## config.mk

```make
export PLATFORM = sky130hd
export DESIGN_NAME = mu_sweep_seq
export DESIGN_NICKNAME = d
export VERILOG_FILES = /design/src/rtl/mu_pkg.sv /design/src/rtl/mu_sweep_seq.sv
export SDC_FILE = /design/constraint.sdc
export NUM_CORES = 1
export LEC_CHECK = 0
export ABC_AREA = 1
export BUFFER_PORTS_ARGS = -buffer_cell sky130_fd_sc_hd__buf_2
export CAP_MARGIN = 20
export CORE_MARGIN = 5
export CORE_UTILIZATION = 42
export DETAILED_ROUTE_END_ITERATION = 16
export PLACE_DENSITY = 0.67
export SETUP_SLACK_MARGIN = 0.2
export SLEW_MARGIN = 0
export SYNTH_ARGS = -nofsm -noshare
export SYNTH_HDL_FRONTEND = slang
export SYNTH_SLANG_ARGS = --single-unit
```

## constraint.sdc

```tcl
create_clock -name wb_clk_i -period 3.1 [get_ports wb_clk_i]
set_input_delay 0.31 -clock wb_clk_i [delete_from_list [all_inputs] [get_ports wb_clk_i]]
set_output_delay 0.31 -clock wb_clk_i [all_outputs]
set_load 0.01 [all_outputs]
```

## src/rtl/mu_pkg.sv

```systemverilog
// Shared types and default widths for the measure-unit delay sweep sequencer.
package mu_pkg;

    localparam int CODE_W_DEF = 10;
    localparam int CNT_W_DEF  = 16;

    typedef enum logic [2:0] {
        ST_IDLE,
        ST_SETTLE,
        ST_STROBE,
        ST_EMIT,
        ST_NEXT
    } sweep_state_e;

endpackage

```

## src/rtl/mu_sweep_seq.sv

```systemverilog
// Delay-code sweep sequencer: steps a delay line through a code range, collects
// comparator hit counts per code and hands each (code, hits) point out on a handshake.
module mu_sweep_seq
    import mu_pkg::*;
#(
    parameter int CODE_W        = CODE_W_DEF,
    parameter int CNT_W         = CNT_W_DEF,
    parameter int SETTLE_CYCLES = 16
) (
    input  logic              wb_clk_i,
    input  logic              wb_rst_i,
    input  logic              start_i,
    input  logic              abort_i,
    input  logic [CODE_W-1:0] code_start_i,
    input  logic [CODE_W-1:0] code_stop_i,
    input  logic [CODE_W-1:0] code_step_i,
    input  logic [CNT_W-1:0]  samples_i,
    output logic [CODE_W-1:0] delay_code_o,
    output logic              stb_req_o,
    input  logic              stb_ack_i,
    input  logic              cmp_i,
    output logic              res_valid_o,
    input  logic              res_ready_i,
    output logic [CODE_W-1:0] res_code_o,
    output logic [CNT_W-1:0]  res_hits_o,
    output logic              busy_o,
    output logic              done_o
);

    sweep_state_e      state_reg;
    logic [CODE_W-1:0] stop_reg;
    logic [CODE_W-1:0] step_reg;
    logic [CNT_W-1:0]  target_reg;
    logic [7:0]        settle_cnt_reg;
    logic [CNT_W-1:0]  sample_cnt_reg;
    logic [CNT_W-1:0]  hit_cnt_reg;
    logic [CODE_W-1:0] delay_code_reg;
    logic              stb_req_reg;
    logic              res_valid_reg;
    logic [CODE_W-1:0] res_code_reg;
    logic [CNT_W-1:0]  res_hits_reg;
    logic              done_reg;

    // One extra bit so a sum past the top of the code space ends the sweep instead of wrapping.
    logic [CODE_W:0]   sum_next;
    logic [CNT_W-1:0]  hits_next;
    logic [CNT_W-1:0]  samples_next;
    logic              sweep_end;

    assign sum_next     = {1'b0, delay_code_reg} + {1'b0, step_reg};
    assign hits_next    = hit_cnt_reg + CNT_W'(cmp_i);
    assign samples_next = sample_cnt_reg + CNT_W'(1);
    assign sweep_end    = sum_next[CODE_W] || (sum_next[CODE_W-1:0] > stop_reg);

    always_ff @(posedge wb_clk_i) begin
        if (wb_rst_i) begin
            state_reg      <= ST_IDLE;
            stop_reg       <= '0;
            step_reg       <= '0;
            target_reg     <= '0;
            settle_cnt_reg <= '0;
            sample_cnt_reg <= '0;
            hit_cnt_reg    <= '0;
            delay_code_reg <= '0;
            stb_req_reg    <= 1'b0;
            res_valid_reg  <= 1'b0;
            res_code_reg   <= '0;
            res_hits_reg   <= '0;
            done_reg       <= 1'b0;
        end else begin
            done_reg <= 1'b0;
            if (abort_i) begin
                state_reg     <= ST_IDLE;
                stb_req_reg   <= 1'b0;
                res_valid_reg <= 1'b0;
            end else begin
                case (state_reg)
                    ST_IDLE: begin
                        if (start_i) begin
                            stop_reg       <= code_stop_i;
                            step_reg       <= (code_step_i == '0) ? CODE_W'(1) : code_step_i;
                            target_reg     <= (samples_i == '0) ? CNT_W'(1) : samples_i;
                            delay_code_reg <= code_start_i;
                            settle_cnt_reg <= '0;
                            sample_cnt_reg <= '0;
                            hit_cnt_reg    <= '0;
                            state_reg      <= ST_SETTLE;
                        end
                    end
                    ST_SETTLE: begin
                        if (settle_cnt_reg == 8'(SETTLE_CYCLES - 1)) begin
                            settle_cnt_reg <= '0;
                            stb_req_reg    <= 1'b1;
                            state_reg      <= ST_STROBE;
                        end else begin
                            settle_cnt_reg <= settle_cnt_reg + 8'd1;
                        end
                    end
                    ST_STROBE: begin
                        if (stb_ack_i) begin
                            hit_cnt_reg    <= hits_next;
                            sample_cnt_reg <= samples_next;
                            if (samples_next == target_reg) begin
                                stb_req_reg   <= 1'b0;
                                res_valid_reg <= 1'b1;
                                res_code_reg  <= delay_code_reg;
                                res_hits_reg  <= hits_next;
                                state_reg     <= ST_EMIT;
                            end
                        end
                    end
                    ST_EMIT: begin
                        if (res_ready_i) begin
                            res_valid_reg <= 1'b0;
                            state_reg     <= ST_NEXT;
                        end
                    end
                    ST_NEXT: begin
                        if (sweep_end) begin
                            done_reg  <= 1'b1;
                            state_reg <= ST_IDLE;
                        end else begin
                            delay_code_reg <= sum_next[CODE_W-1:0];
                            sample_cnt_reg <= '0;
                            hit_cnt_reg    <= '0;
                            state_reg      <= ST_SETTLE;
                        end
                    end
                    default: state_reg <= ST_IDLE;
                endcase
            end
        end
    end

    assign delay_code_o = delay_code_reg;
    assign stb_req_o    = stb_req_reg;
    assign res_valid_o  = res_valid_reg;
    assign res_code_o   = res_code_reg;
    assign res_hits_o   = res_hits_reg;
    assign busy_o       = (state_reg != ST_IDLE);
    assign done_o       = done_reg;

endmodule

```

* Yosys cells after proc, flatten, opt, wreduce, memory -nomap -nowiden
Index checks and enable logic that the tools add are counted.
W data, S select, Z words.
** Word-level totals
- Register bits after elaboration :: 118
- Bits in latches :: 0
- Memory bits (writable) :: 0
- Memory bits (read-only) :: 0
- Input bits :: 53
- Output and inout bits :: 40
- Logic and storage cells :: 82
- Memories :: 0
** Operators by class
- $add $sub $neg :: 4
- Multipliers :: 0
- Divide/modulo/power cells :: 0
- Order comparisons :: 1
- Equal/unequal tests :: 12
- Shifts and indexed selects :: 0
- Muxes and demuxes :: 30
- Bitwise operators :: 2
- Reduce and logical (&&, ||, !) cells :: 20
** Operators by type and width (count)
- $pmux W16 S3 :: 2
- $mux W16 :: 5
- $mux W10 :: 3
- $pmux W10 S2 :: 1
- $add A16 B1 Y16 :: 1
- $add A16 B1 Y16 const B :: 1
- $eq A16 B16 Y1 :: 1
- $logic_not A16 Y1 :: 1
- $mux W8 :: 2
- $pmux W8 S2 :: 1
- $reduce_and A4 Y1 :: 4
- $mux W3 :: 5
- $pmux W3 S5 :: 1
- $ne A2 B2 Y1 const B :: 6
- $add A10 B10 Y11 :: 1
- $gt A10 B10 Y1 :: 1
- $logic_not A10 Y1 :: 1
- $reduce_and A5 Y1 :: 2
- $add A8 B1 Y8 const B :: 1
- $eq A8 B4 Y1 const B :: 1
- $mux W1 :: 8
- $reduce_bool A2 Y1 :: 4
- $eq A3 B2 Y1 const B :: 2
- $reduce_and A3 Y1 :: 2
- 9 further kinds :: 12

* Longest topological paths before layout
Gate-level depths: netlist (run 1).
- Word-level depth :: 5
- Depth in mapped cells :: 24

* Least setup slack after synthesis (run 1)
No wires, ideal clock.
- Path type :: register to register
- Start :: register delay_code_reg[0] (netlist: delay_code_o[0])
- End :: register sample_cnt_reg[13]
- Library setup time :: 0.116 ns
- Arrival :: 3.168 ns
- Setup slack :: -0.184 ns
- Stages on the path, launching flop included :: 23
- Clock period less this slack :: 3.284 ns
- Path through :: dfxtp_1 ha_1 fa_1 inv_1 nor2_1 nor2_1 o21bai_1 xor2_1 inv_1 ha_1 nand4_1 nor3_1 o21ai_0 o211ai_1 nand2_1 nand2_1 nand2_1 nand2_2 inv_1 buf_2 buf_4 o21ai_0 nor2_1
** On the way
- Word-level cells in the longest chain between the ends :: 5
** Ends and longest elaborated chain
- start, declared :: line mu_sweep_seq.sv:37 : logic [CODE_W-1:0] delay_code_reg;
- start signal, assigned :: line mu_sweep_seq.sv:83 : delay_code_reg <= code_start_i;
- start signal, assigned :: line mu_sweep_seq.sv:123 : delay_code_reg <= sum_next[CODE_W-1:0];
- $add A10 B10 Y11 (*) :: line mu_sweep_seq.sv:50 : assign sum_next = {1'b0, delay_code_reg} + {1'b0, step_reg};
- $gt A10 B10 Y1 :: line mu_sweep_seq.sv:53 : assign sweep_end = sum_next[CODE_W] || (sum_next[CODE_W-1:0] > stop_reg);
- $logic_or A1 B1 Y1 (*) :: line mu_sweep_seq.sv:53
- $ne A2 B2 Y1 (no source line) (*)
- $reduce_and A5 Y1 (no source line) (*)
- end signal, assigned :: line mu_sweep_seq.sv:102 : sample_cnt_reg <= samples_next;
- end, declared :: line mu_sweep_seq.sv:35 : logic [CNT_W-1:0] sample_cnt_reg;
Every way passes the cells marked *; elsewhere a longest branch is shown, timed or not.
A chain may end at the register's enable or synchronous reset.

* Worst setup path in the final report (run 1)
- Start :: register step_reg[6]
- End :: register hit_cnt_reg[13]
** On the way
- Word-level cells in the longest chain between the ends :: 5
** Ends and longest elaborated chain
- start, declared :: line mu_sweep_seq.sv:32 : logic [CODE_W-1:0] step_reg;
- start signal, assigned :: line mu_sweep_seq.sv:81 : step_reg <= (code_step_i == '0) ? CODE_W'(1) : code_step_i;
- $add A10 B10 Y11 (*) :: line mu_sweep_seq.sv:50
- $gt A10 B10 Y1 :: line mu_sweep_seq.sv:53
- $logic_or A1 B1 Y1 (*) :: line mu_sweep_seq.sv:53
- $ne A2 B2 Y1 (no source line) (*)
- $reduce_and A5 Y1 (no source line) (*)
- end signal, assigned :: line mu_sweep_seq.sv:101 : hit_cnt_reg <= hits_next;
- end, declared :: line mu_sweep_seq.sv:36 : logic [CNT_W-1:0] hit_cnt_reg;
Marks and branches as above.

==> results of run 1 <==
-- logic make-up after synthesis --
kind of cell	after synthesis
compound gates	174
fa+ha+maj	25
xor+xnor	25
flops	118
simple gates	480
buf+inv	145
-- area by class of cell --
type                    count  area, µm²  share of cell area
well taps                 211        264              0.0296
multi-input cells         704       4010               0.450
clock buffers              19        443              0.0497
inverters                 110        415              0.0466
clock inverters            13        201              0.0226
repair buffers            165       1200               0.134
flip-flops and latches    118       2380               0.267
-- per-layer routing --
layer / global-route usage / wire [µm] / vias to the layer above
li1: - / - / 3474
met1: 0.266 / 8580 / 3176
met2: 0.363 / 10100 / 235
met3: 0.0539 / 1200 / 70
met4: 0.111 / 981 / 0
met5: 0 / 0 / -
-- tightest hold or removal path: cells and delay by family --
family / cells / cell delay [ps]
and+or+nand+nor: 2 / 120
buffers and inverters: 1 / 80
-- repair_timing --
item	in CTS	in global routing
cloned	4	3
resized for setup	71	47
pin swaps	15	17
setup buffers	15	2
endpoints found under the setup margin	44	44
-- placed cells by master, fill, tap and decap left out, types with 9 or more instances in the layout --
| cell | count |
|---|---|
| nand2_2 | 15 |
| xor2_1 | 22 |
| ha_1 | 16 |
| o21ai_2 | 18 |
| dfxtp_2 | 9 |
| nand3_1 | 101 |
| nand2_1 | 207 |
| o21ai_1 | 18 |
| dfxtp_1 | 107 |
| o21ai_0 | 30 |
| buf_4 | 58 |
| inv_1 | 104 |
| a21oi_1 | 66 |
| buf_2 | 92 |
| clkbuf_16 | 20 |
| nand4_1 | 9 |
| nor3_1 | 12 |
| nor2_1 | 93 |
| a21oi_2 | 19 |
-- worst paths after layout --
check / start / end / slack (ps) / depth (start not counted)
setup / recovery: step_reg[6] / hit_cnt_reg[13] / -210 / 21
hold / removal: code_stop_i[0] / stop_reg[0] / 120 / 3
setup reg to reg: step_reg[6] / hit_cnt_reg[13] / -210 / 21
hold reg to reg: res_valid_o / res_valid_o / 450 / 2
-- power by group --
part | switching, mW | internal, mW
combinational | 0.659 | 0.487
clock | 0.710 | 1.44
sequential | 0.106 | 1.62
total | 1.48 | 3.55
-- through the flow --
stage               power (mW)  hold slack, ps
finish                    5.02             120
global route              5.24             132
CTS                       4.95             106
detailed placement        2.63             442
global placement          2.61             436
floorplan                 2.32             423
==> metrics.md, run 1 <==
| Metric | Value |
|---|---|
| Clock Latency Late Sink | `420 ps` |
| CP Class | `reg2reg` |
| Non-filler cells in the finished layout | `1340` |
| Primary FF master, synth | `dfxtp_1` |
| Final setup fails | `43` |
| Area Overhead vs Synth | `35.5%` |
| WP buf/inv | `4` |
| ANT nets after route | `0` |
| H-tree depth | `4` |
| Clock Pin Slew Worst Setup and Hold Paths | `60 ps` |
| Synth cell types | `45` |
| Place WS | `-216 ps` |
| DR DRC count | `0` |
| Top Family by Delay on Critical Path | `simple AND/OR/NAND/NOR gates` |
| Layout Utilization | `0.584` |
| Placed instance area | `7590 µm²` |
| Vias in the first global route | `6569` |
| Fraction of layout cells with a size suffix above 1 | `0.278` |
| GRT Total Usage | `0.220` |
| Final nets | `1194` |
| Cell Rows | `45` |
| Compound-Gate Fraction of Synth Area | `0.141` |
| WP data arrival | `3620 ps` |
| Antenna diodes | `0` |
| Final instance area | `8910 µm²` |
| WP data required | `3410 ps` |
| Type of the worst min-delay path | `in2reg` |
| Grt total ovfl | `0` |
| Post-synthesis simple-gate area fraction | `0.329` |
| RSZ-0062 raised after global routing | `yes` |
| Clock buffers created by TritonCTS | `17` |
| Drt via density | `5.19` |
| CP most frequent cell | `nand2_1` |
| PnR worst setup slack | `-212 ps` |
| Die width | `135 µm` |
| Status | `finished, violations left` |
| Detailed Route WL | `20.9 mm` |
| Post-synth EDFFs | `0` |
| Failing checks | `negative setup slack` |
| Worst-case clock buffer depth | `2` |
| Synthesis-stage register bit count | `118` |
| Max-slew headroom | `0.337` |
| Leading area contributor after synthesis | `dfxtp_1` |
| I/O Buffers | `92` |
| Yosys top cell area share | `0.359` |
| Adder-Cell Fraction of Synth Area | `0.0487` |
| Post-synth ARST share | `0` |
| Synthesized area per cell | `6.80 µm²` |
| CP max-delay cell | `dfxtp_1` |
| Setup Skew | `10.1 ps` |
| Iter 0 DRT Violations | `438` |
| Endpoints failing hold | `0` |
| Mux contribution to synthesized area | `0` |
| Ports | `93` |
| Max incr delay on CP | `390 ps` |
| Fill count | `1380` |
| CP startpoint kind | `register` |
| Commonest cells in the netlist | `217 x nand2_1, 118 x dfxtp_1, 108 x inv_1` |
| Max Slew Vio Count | `0` |
| Setup TNS | `-6580 ps` |
| Clock sink total | `118` |
| Main combinational cell family by area after synthesis | `simple AND/OR/NAND/NOR gates` |
| Die height | `135 µm` |
| VDD IR-drop max | `0.397 mV` |
| Net Count, Synth | `1045` |
| CTS tree | `yes` |
| Wire per inst | `15.6 µm` |
| Crit-path cells | `ha_4 -> nand2_1 -> nand2_1 -> a31oi_1 -> nand2_1 -> a31oi_2 -> xor2_1 -> inv_1 -> ha_4 -> nand4_1 -> nor3_2 -> buf_4 -> nand3_1 -> nand2_2 -> nand2_2 -> nand2_4 -> nand2_8 -> buf_6 -> buf_16 -> a21oi_1 -> nor2_1` |
| Pre-antenna DRT Iters | `7` |
| Pin count of the biggest net entering global routing | `40` |
| Placed insts | `1284` |
| Fmax | `302 MHz` |
| Ranking of synthesized cells by area | `dfxtp_1 36%, nand2_1 12%, nand3_1 7.8%, a21oi_1 6.5%, inv_1 6.2%` |
| Core area | `15300 µm²` |
| Worst-Margin Slew | `990 ps` |
| GPL Wtd Cong | `0.919` |
| Dpl hpwl | `13.6 mm` |
| Max FO, Critical Path | `9` |
| Global-route wire length before repair | `32.2 mm` |
| Crit path capture type | `register` |
| Initial antenna violation count | `0` |
| Leak Pwr | `4.03 nW` |
| Tmin final | `3310 ps` |
| Die area | `18300 µm²` |
| Clock root cell | `clkbuf_16` |
| Mapped Cells | `967` |
| PD cells | `564 nW/µm²` |
| Synth warn | `0` |
| Synth Cell Area | `6580 µm²` |
| XOR/XNOR Fraction of Synth Area | `0.0354` |
| Via count | `6955` |
| Starting density of the core | `0.431` |
| Most common cell in the netlist | `nand2_1` |
| Final Cycle Share | `1.07` |
| Seq/Total Area, Yosys | `0.359` |
| Max Cap Viol | `0` |
| # hold bufs at CTS | `0` |
(Power assumes the default switching activity.)
==> run 2: changes to the inputs <==
- GPL_TIMING_DRIVEN: default -> 0
- SETUP_SLACK_MARGIN: 0.2 -> 0.5
==> run 2 against run 1 <==
  * Wire length up 0.35%
  * Register-to-register slack worse by 220 ps
  * The flow still finishes with violations (negative setup slack)
  * Flip-flop and latch count unchanged
  * Fmax down 6.1%
  * Setup slack worse by 220 ps
  * Critical path type unchanged
==> metrics.md, run 2 (synthesis gave the netlist of run 1 again) <==
| Metric | Value |
|---|---|
| Status | `finished, violations left` |
| Failing checks | `negative setup slack` |
| Antenna diodes | `0 (unchanged)` |
| Vias in the first global route | `6602 (+0.50%)` |
| Cell Rows | `45 (unchanged)` |
| PD cells | `540 nW/µm² (-4.2%)` |
| Initial antenna violation count | `0 (unchanged)` |
| Clock Latency Late Sink | `430 ps (about the same)` |
| Type of the worst min-delay path | `in2reg` |
| Grt total ovfl | `0 (unchanged)` |
| Global-route wire length before repair | `32.2 mm (unchanged)` |
| Final Cycle Share | `1.14 (+0.0697)` |
| Dpl hpwl | `14.5 mm (+6.7%)` |
| Die area | `18300 µm² (unchanged)` |
| CP startpoint kind | `register` |
| Clock sink total | `118 (unchanged)` |
| Final nets | `1201 (+0.59%)` |
| Die height | `135 µm (unchanged)` |
| Leak Pwr | `3.91 nW (-2.9%)` |
| CTS tree | `yes` |
| Ports | `93 (unchanged)` |
| Max FO, Critical Path | `7 (-2)` |
| Worst-case clock buffer depth | `2 (unchanged)` |
| Max-slew headroom | `0.450 (+0.113)` |
| Clock Pin Slew Worst Setup and Hold Paths | `60 ps (about the same)` |
| Wire per inst | `15.5 µm (-0.17%)` |
| Pre-antenna DRT Iters | `5 (-2)` |
| Worst reg2reg setup slack | `-430 ps (-220 ps)` |
| Setup TNS | `-15990 ps (-9420 ps)` |
| Most frequent cells in the layout | `210 x nand2_1, 107 x dfxtp_1, 103 x inv_1, 100 x nand3_1, 95 x buf_2` |
| Net switching power | `1.47 mW (-0.57%)` |
| Die width | `135 µm (unchanged)` |
| Max Cap Viol | `0 (unchanged)` |
| Detailed Route WL | `20.9 mm (+0.35%)` |
| Commonest non-fill, non-tap cell in the layout | `nand2_1` |
| Fill count | `1435 (+4.0%)` |
| Fmax | `283 MHz (-6.1%)` |
| WP data required | `3420 ps (about the same)` |
| Pint | `3.27 mW (-7.7%)` |
| H-tree depth | `4 (unchanged)` |
| Iter 0 DRT Violations | `464 (+5.9%)` |
| Via count | `7094 (+2.0%)` |
| Drt via density | `5.27 (+1.5%)` |
| Clock buffers created by TritonCTS | `17 (unchanged)` |
| PnR worst setup slack | `-428 ps (-216 ps)` |
| Fraction of layout cells with a size suffix above 1 | `0.262 (-0.0158)` |
| Worst-Margin Slew | `822 ps (-168 ps)` |
| # hold bufs at CTS | `0 (unchanged)` |
| GRT Total Usage | `0.224 (+0.00392)` |
| Max Slew Vio Count | `0 (unchanged)` |
| RSZ-0062 raised after global routing | `yes` |
| Combinational power share | `0.230 (+0.002)` |
| Clock root cell | `clkbuf_16` |
| WP data arrival | `3850 ps (+230 ps)` |
| Core area | `15300 µm² (unchanged)` |
| Final setup fails | `44 (+2.3%)` |
| Area Overhead vs Synth | `33.5%` |
| ANT nets after route | `0 (unchanged)` |
| Tmin final | `3530 ps (+216 ps)` |
| VDD IR-drop max | `0.412 mV (+3.7%)` |
| Clock Power Share | `0.405 (-0.024)` |
| Endpoints failing hold | `0 (unchanged)` |
| Share of power burned in registers | `0.365 (+0.022)` |
| Pin count of the biggest net entering global routing | `17 (-57%)` |
| Setup Skew | `5.95 ps (-4.12 ps)` |
| Place WS | `-627 ps (-411 ps)` |
| DR DRC count | `0 (unchanged)` |
| Sw Share | `0.309 (+0.0156)` |
| Area of the multi-input gates | `4030 µm² (+0.44%)` |
| Crit path capture type | `register` |
| GPL Wtd Cong | `0.971 (+5.7%)` |
| I/O Buffers | `91 (-1.1%)` |
| CP Class | `reg2reg` |
| WHS | `99.3 ps (-21.2 ps)` |
| Starting density of the core | `0.431 (unchanged)` |
| Reg area | `2390 µm² (+0.21%)` |
==> run 2: changes by cell type in the layout (fill, tap and decap cells not counted), sizes merged <==
| cell | before | now |
|---|---|---|
| clkbuf | 22 | 50 |
| buf | 162 | 146 |
| inv | 110 | 108 |
| clkinvlp | 1 | 2 |
| bufinv | 5 | 1 |
==> run 2: path summary, 6_finish.rpt <==
check                  startpoint              to  cells after the start
setup / recovery  delay_code_o[0]  hit_cnt_reg[7]                     22
hold reg to reg       res_valid_o     res_valid_o                      2
hold / removal     code_stop_i[0]     stop_reg[0]                      3
setup reg to reg  delay_code_o[0]  hit_cnt_reg[7]                     22
==> run 2: layer usage <==
| metal | GRT usage | wire length (µm) |
|---|---|---|
| met3 | 0.0587 | 1360 |
| met4 | 0.104 | 861 |
| met1 | 0.273 | 8730 |
| met2 | 0.368 | 9990 |
| met5 | 0 | 0 |
==> run 2: cell type report <==
cell class	count	share of cell area
Clock buffer	24	0.0573
Multi-Input combinational cell	704	0.459
Buffer	35	0.0286
Tap cell	211	0.0301
Clock inverter	8	0.00798
Timing Repair Buffer	137	0.0986
Sequential cell	118	0.272
Inverter	110	0.0470
==> run 2: what timing repair did <==
item                       4_1_cts  5_1_grt
pin swaps                       19       20
gates resized for setup         91       40
buffers inserted                29       11
setup endpoints to repair       64       85
gates cloned                     3        3
==> run 2: power by group through the flow <==
stage / sequential, mW / clock [mW] / combinational [mW]
2_1_floorplan: 1.72 / 0 / 0.597
3_3_place_gp: 1.75 / 0 / 0.815
3_5_place_dp: 1.74 / 0 / 0.825
4_1_cts: 1.72 / 1.93 / 1.01
5_1_grt: 1.74 / 2.01 / 1.19
6_report: 1.73 / 1.92 / 1.09
==> run 2: critical path, cell delays in order (launching register included) <==
cell,delay [ps]
dfxtp_4,360
ha_4,160
fa_2,380
inv_2,90
nor2_1,50
nor2_1,130
o21bai_1,110
xor2_1,260
inv_1,120
ha_4,280
nand4_1,110
nor3_2,240
o21ai_1,130
o211ai_1,120
nand2_2,100
nand2_2,100
nand2_4,70
nand2_4,130
inv_2,40
buf_6,130
buf_8,130
o21ai_2,130
nor2_1,50
==> run 2: per-stage QoR <==
step / instance area, µm² / total power, mW / util / std cells
floorplan: 6650 / 2.32 / - / 967
global placement: 7360 / 2.56 / 0.483 / 1269
detailed placement: 7360 / 2.57 / 0.483 / 1269
CTS: 8510 / 4.66 / 0.558 / 1333
global route: 8780 / 4.94 / 0.575 / 1347
finish: 8780 / 4.74 / 0.575 / 1347
==> run 3: changes to the inputs <==
- BUFFER_PORTS_ARGS: -buffer_cell sky130_fd_sc_hd__buf_2 -> -buffer_cell sky130_fd_sc_hd__clkbuf_2
- MAX_ROUTING_LAYER: default -> met4
==> run 3 against run 2 <==
  * The run still ends with negative setup slack left
  * Setup slack improved by 130 ps
  * Total power fell by 0.49%
  * Cell count fell by 0.89%
  * Die area did not move
  * Clock power rose by 3%
  * Sequential share of layout area rose by 0.62 points
  * Cell area fell by 2.2%
  * Clock-buffer cell count fell by 4
  * Largest cell class unchanged
  * Fmax rose by 3.9%
  * Via count fell by 3.1%
==> metrics.md, run 3 (synthesis gave the netlist of run 1 again) <==
| Metric | Value |
|---|---|
| I/O Buffers | `91 (unchanged)` |
| Dpl hpwl | `14.6 mm (+0.40%)` |
| Share of power burned in registers | `0.367 (+0.002)` |
| Die area | `18300 µm² (unchanged)` |
| Max Slew Vio Count | `0 (unchanged)` |
| Reg2reg path depth | `22 (unchanged)` |
| Die height | `135 µm (unchanged)` |
| RR Endpoint | `sample_cnt_reg[11]` |
| Max incr delay on CP | `390 ps (about the same)` |
| Crit-path cells | `ha_4 -> fa_2 -> inv_2 -> nor2_1 -> nor2_2 -> o21bai_1 -> xor2_1 -> inv_1 -> ha_1 -> nand4_1 -> nor3_2 -> o21ai_1 -> o211ai_1 -> nand2_1 -> nand2_2 -> nand2_4 -> nand2_4 -> inv_2 -> buf_6 -> buf_8 -> o21ai_2 -> nor2_1` |
| Ports | `93 (unchanged)` |
| Setup Skew | `9.94 ps (+3.99 ps)` |
| Most frequent cells in the layout | `214 x nand2_1, 109 x dfxtp_1, 105 x inv_1, 103 x nand3_1, 91 x clkbuf_2` |
| RSZ-0062 raised after global routing | `yes` |
| Sw Share | `0.303 (-0.00653)` |
| Wire per inst | `15.1 µm (-2.5%)` |
| Combinational power share | `0.214 (-0.016)` |
| Placed insts | `1269 (unchanged)` |
| Final setup fails | `44 (unchanged)` |
| WP buf/inv | `5 (unchanged)` |
| WHS | `104 ps (+4.31 ps)` |
| Commonest non-fill, non-tap cell in the layout | `nand2_1` |
| Leak Pwr | `3.82 nW (-2.3%)` |
| VDD IR-drop max | `0.433 mV (+5.1%)` |
| Failing checks | `negative setup slack` |
| Starting density of the core | `0.431 (unchanged)` |
| CTS tree | `yes` |
| Max FO, Critical Path | `5 (-2)` |
| WP data required | `3420 ps (about the same)` |
| Clock sink total | `118 (unchanged)` |
| Non-filler cells in the finished layout | `1335 (-0.89%)` |
| Pre-antenna DRT Iters | `5 (unchanged)` |
| Endpoints failing hold | `0 (unchanged)` |
| Clock Latency Late Sink | `430 ps (about the same)` |
| Cell Rows | `45 (unchanged)` |
| Worst-Margin Slew | `803 ps (-19.4 ps)` |
| Drt via density | `5.15 (-2.2%)` |
| Clock Pin Slew Worst Setup and Hold Paths | `60 ps (about the same)` |
| DR DRC count | `0 (unchanged)` |
| Top Family by Delay on Critical Path | `simple AND/OR/NAND/NOR gates` |
| Clock buffers created by TritonCTS | `17 (unchanged)` |
| Clock Power Share | `0.419 (+0.014)` |
| H-tree depth | `4 (unchanged)` |
| Area Overhead vs Synth | `30.5%` |
| Die width | `135 µm (unchanged)` |
| Fraction of layout cells with a size suffix above 1 | `0.242 (-0.0203)` |
| Hold EP | `stop_reg[0]` |
| Status | `finished, violations left` |
| Antenna diodes | `0 (unchanged)` |
| Final nets | `1191 (-0.83%)` |
| CP max-delay cell | `fa_2` |
| Vias in the first global route | `6576 (-0.39%)` |
| Type of the worst min-delay path | `in2reg` |
| Fmax | `295 MHz (+3.9%)` |
| Worst-case clock buffer depth | `2 (unchanged)` |
| Tmin final | `3390 ps (-133 ps)` |
| WP data arrival | `3710 ps (-140 ps)` |
| Grt total ovfl | `0 (unchanged)` |
| Min-Delay Path Depth | `3 (unchanged)` |
| GPL Wtd Cong | `0.980 (+0.92%)` |
| Global-route wire length before repair | `32.5 mm (+0.97%)` |
| Initial antenna violation count | `0 (unchanged)` |
| Setup TNS | `-10500 ps (+5500 ps)` |
| Pint | `3.29 mW (+0.45%)` |
| Max Cap Viol | `0 (unchanged)` |
| GRT Total Usage | `0.231 (+0.00772)` |
| PnR worst setup slack | `-295 ps (+133 ps)` |
| Pin count of the biggest net entering global routing | `17 (unchanged)` |
| Max-slew headroom | `0.463 (+0.0130)` |
| Hold path startpoint | `code_stop_i[0]` |
| Core area | `15300 µm² (unchanged)` |
| Clock root cell | `clkbuf_16` |
| # hold bufs at CTS | `0 (unchanged)` |
| Iter 0 DRT Violations | `473 (+1.9%)` |
| Place WS | `-635 ps (-8.08 ps)` |
| Net switching power | `1.43 mW (-2.6%)` |
| Worst reg2reg setup slack | `-290 ps (+130 ps)` |
| Detailed Route WL | `20.2 mm (-3.4%)` |
| Crit path capture type | `register` |
| Final Cycle Share | `1.10 (-0.0430)` |
| PD cells | `550 nW/µm² (+1.8%)` |
| CP startpoint kind | `register` |
| Layout Utilization | `0.563 (-0.0129)` |
| ANT nets after route | `0 (unchanged)` |
| Via count | `6873 (-3.1%)` |
| Worst r2r src | `delay_code_o[0]` |
| CP Class | `reg2reg` |
-- run 3: layer usage --
metal  global-route usage  wire length (µm)  vias up
met4               0.0879               636        0
met5                    -                 0        -
met2                0.373              9720      224
met3               0.0561              1160       49
li1                     -                 -     3479
met1                0.281              8700     3121
-- run 3: worst min-delay path, delay by kind of cell --
family	cells	cell delay (ps)
simple gates	2	120
buf+inv	1	70
-- run 3: what timing repair did --
action                     4_1_cts  5_1_grt
pin swaps                       19       13
setup endpoints to repair       64       90
gates resized for setup         78       27
cloned                           2        0
setup buffers                   29        5
-- run 3: area by class of cell --
type	count	area, µm²
Fill cell	1472	6670
Multi-Input combinational cell	704	3950
Sequential cell	118	2390
Timing Repair Buffer	127	757
Clock buffer	20	447
Inverter	110	413
Tap cell	211	264
Buffer	35	239
Clock inverter	10	131
-- run 3: power by group through the flow --
stage          Sequential (mW)  Clock (mW)  Combinational, mW
6_report                  1.73        1.98               1.01
5_1_grt                   1.74        2.08               1.12
4_1_cts                   1.72        1.99              0.977
3_5_place_dp              1.75           0              0.825
3_3_place_gp              1.75           0              0.814
2_1_floorplan             1.72           0              0.597
-- run 3: worst max-delay path by stage --
stage / start / end / slack [ps] / cells after the start
after floorplan: delay_code_o[0] / sample_cnt_reg[12] / 50 / 22
after global placement: delay_code_o[0] / hit_cnt_reg[0] / -620 / 20
after detailed placement: delay_code_o[3] / hit_cnt_reg[0] / -640 / 21
after CTS: delay_code_o[0] / sample_cnt_reg[9] / -170 / 22
after global routing: delay_code_o[0] / sample_cnt_reg[12] / -470 / 22
final: delay_code_o[0] / sample_cnt_reg[11] / -290 / 22
-- run 3: through the flow --
stage	power, mW	instance area, µm²
5_1_grt	4.94	8580
2_1_floorplan	2.32	6650
6_report	4.72	8580
3_5_place_dp	2.57	7360
3_3_place_gp	2.56	7360
4_1_cts	4.69	8480
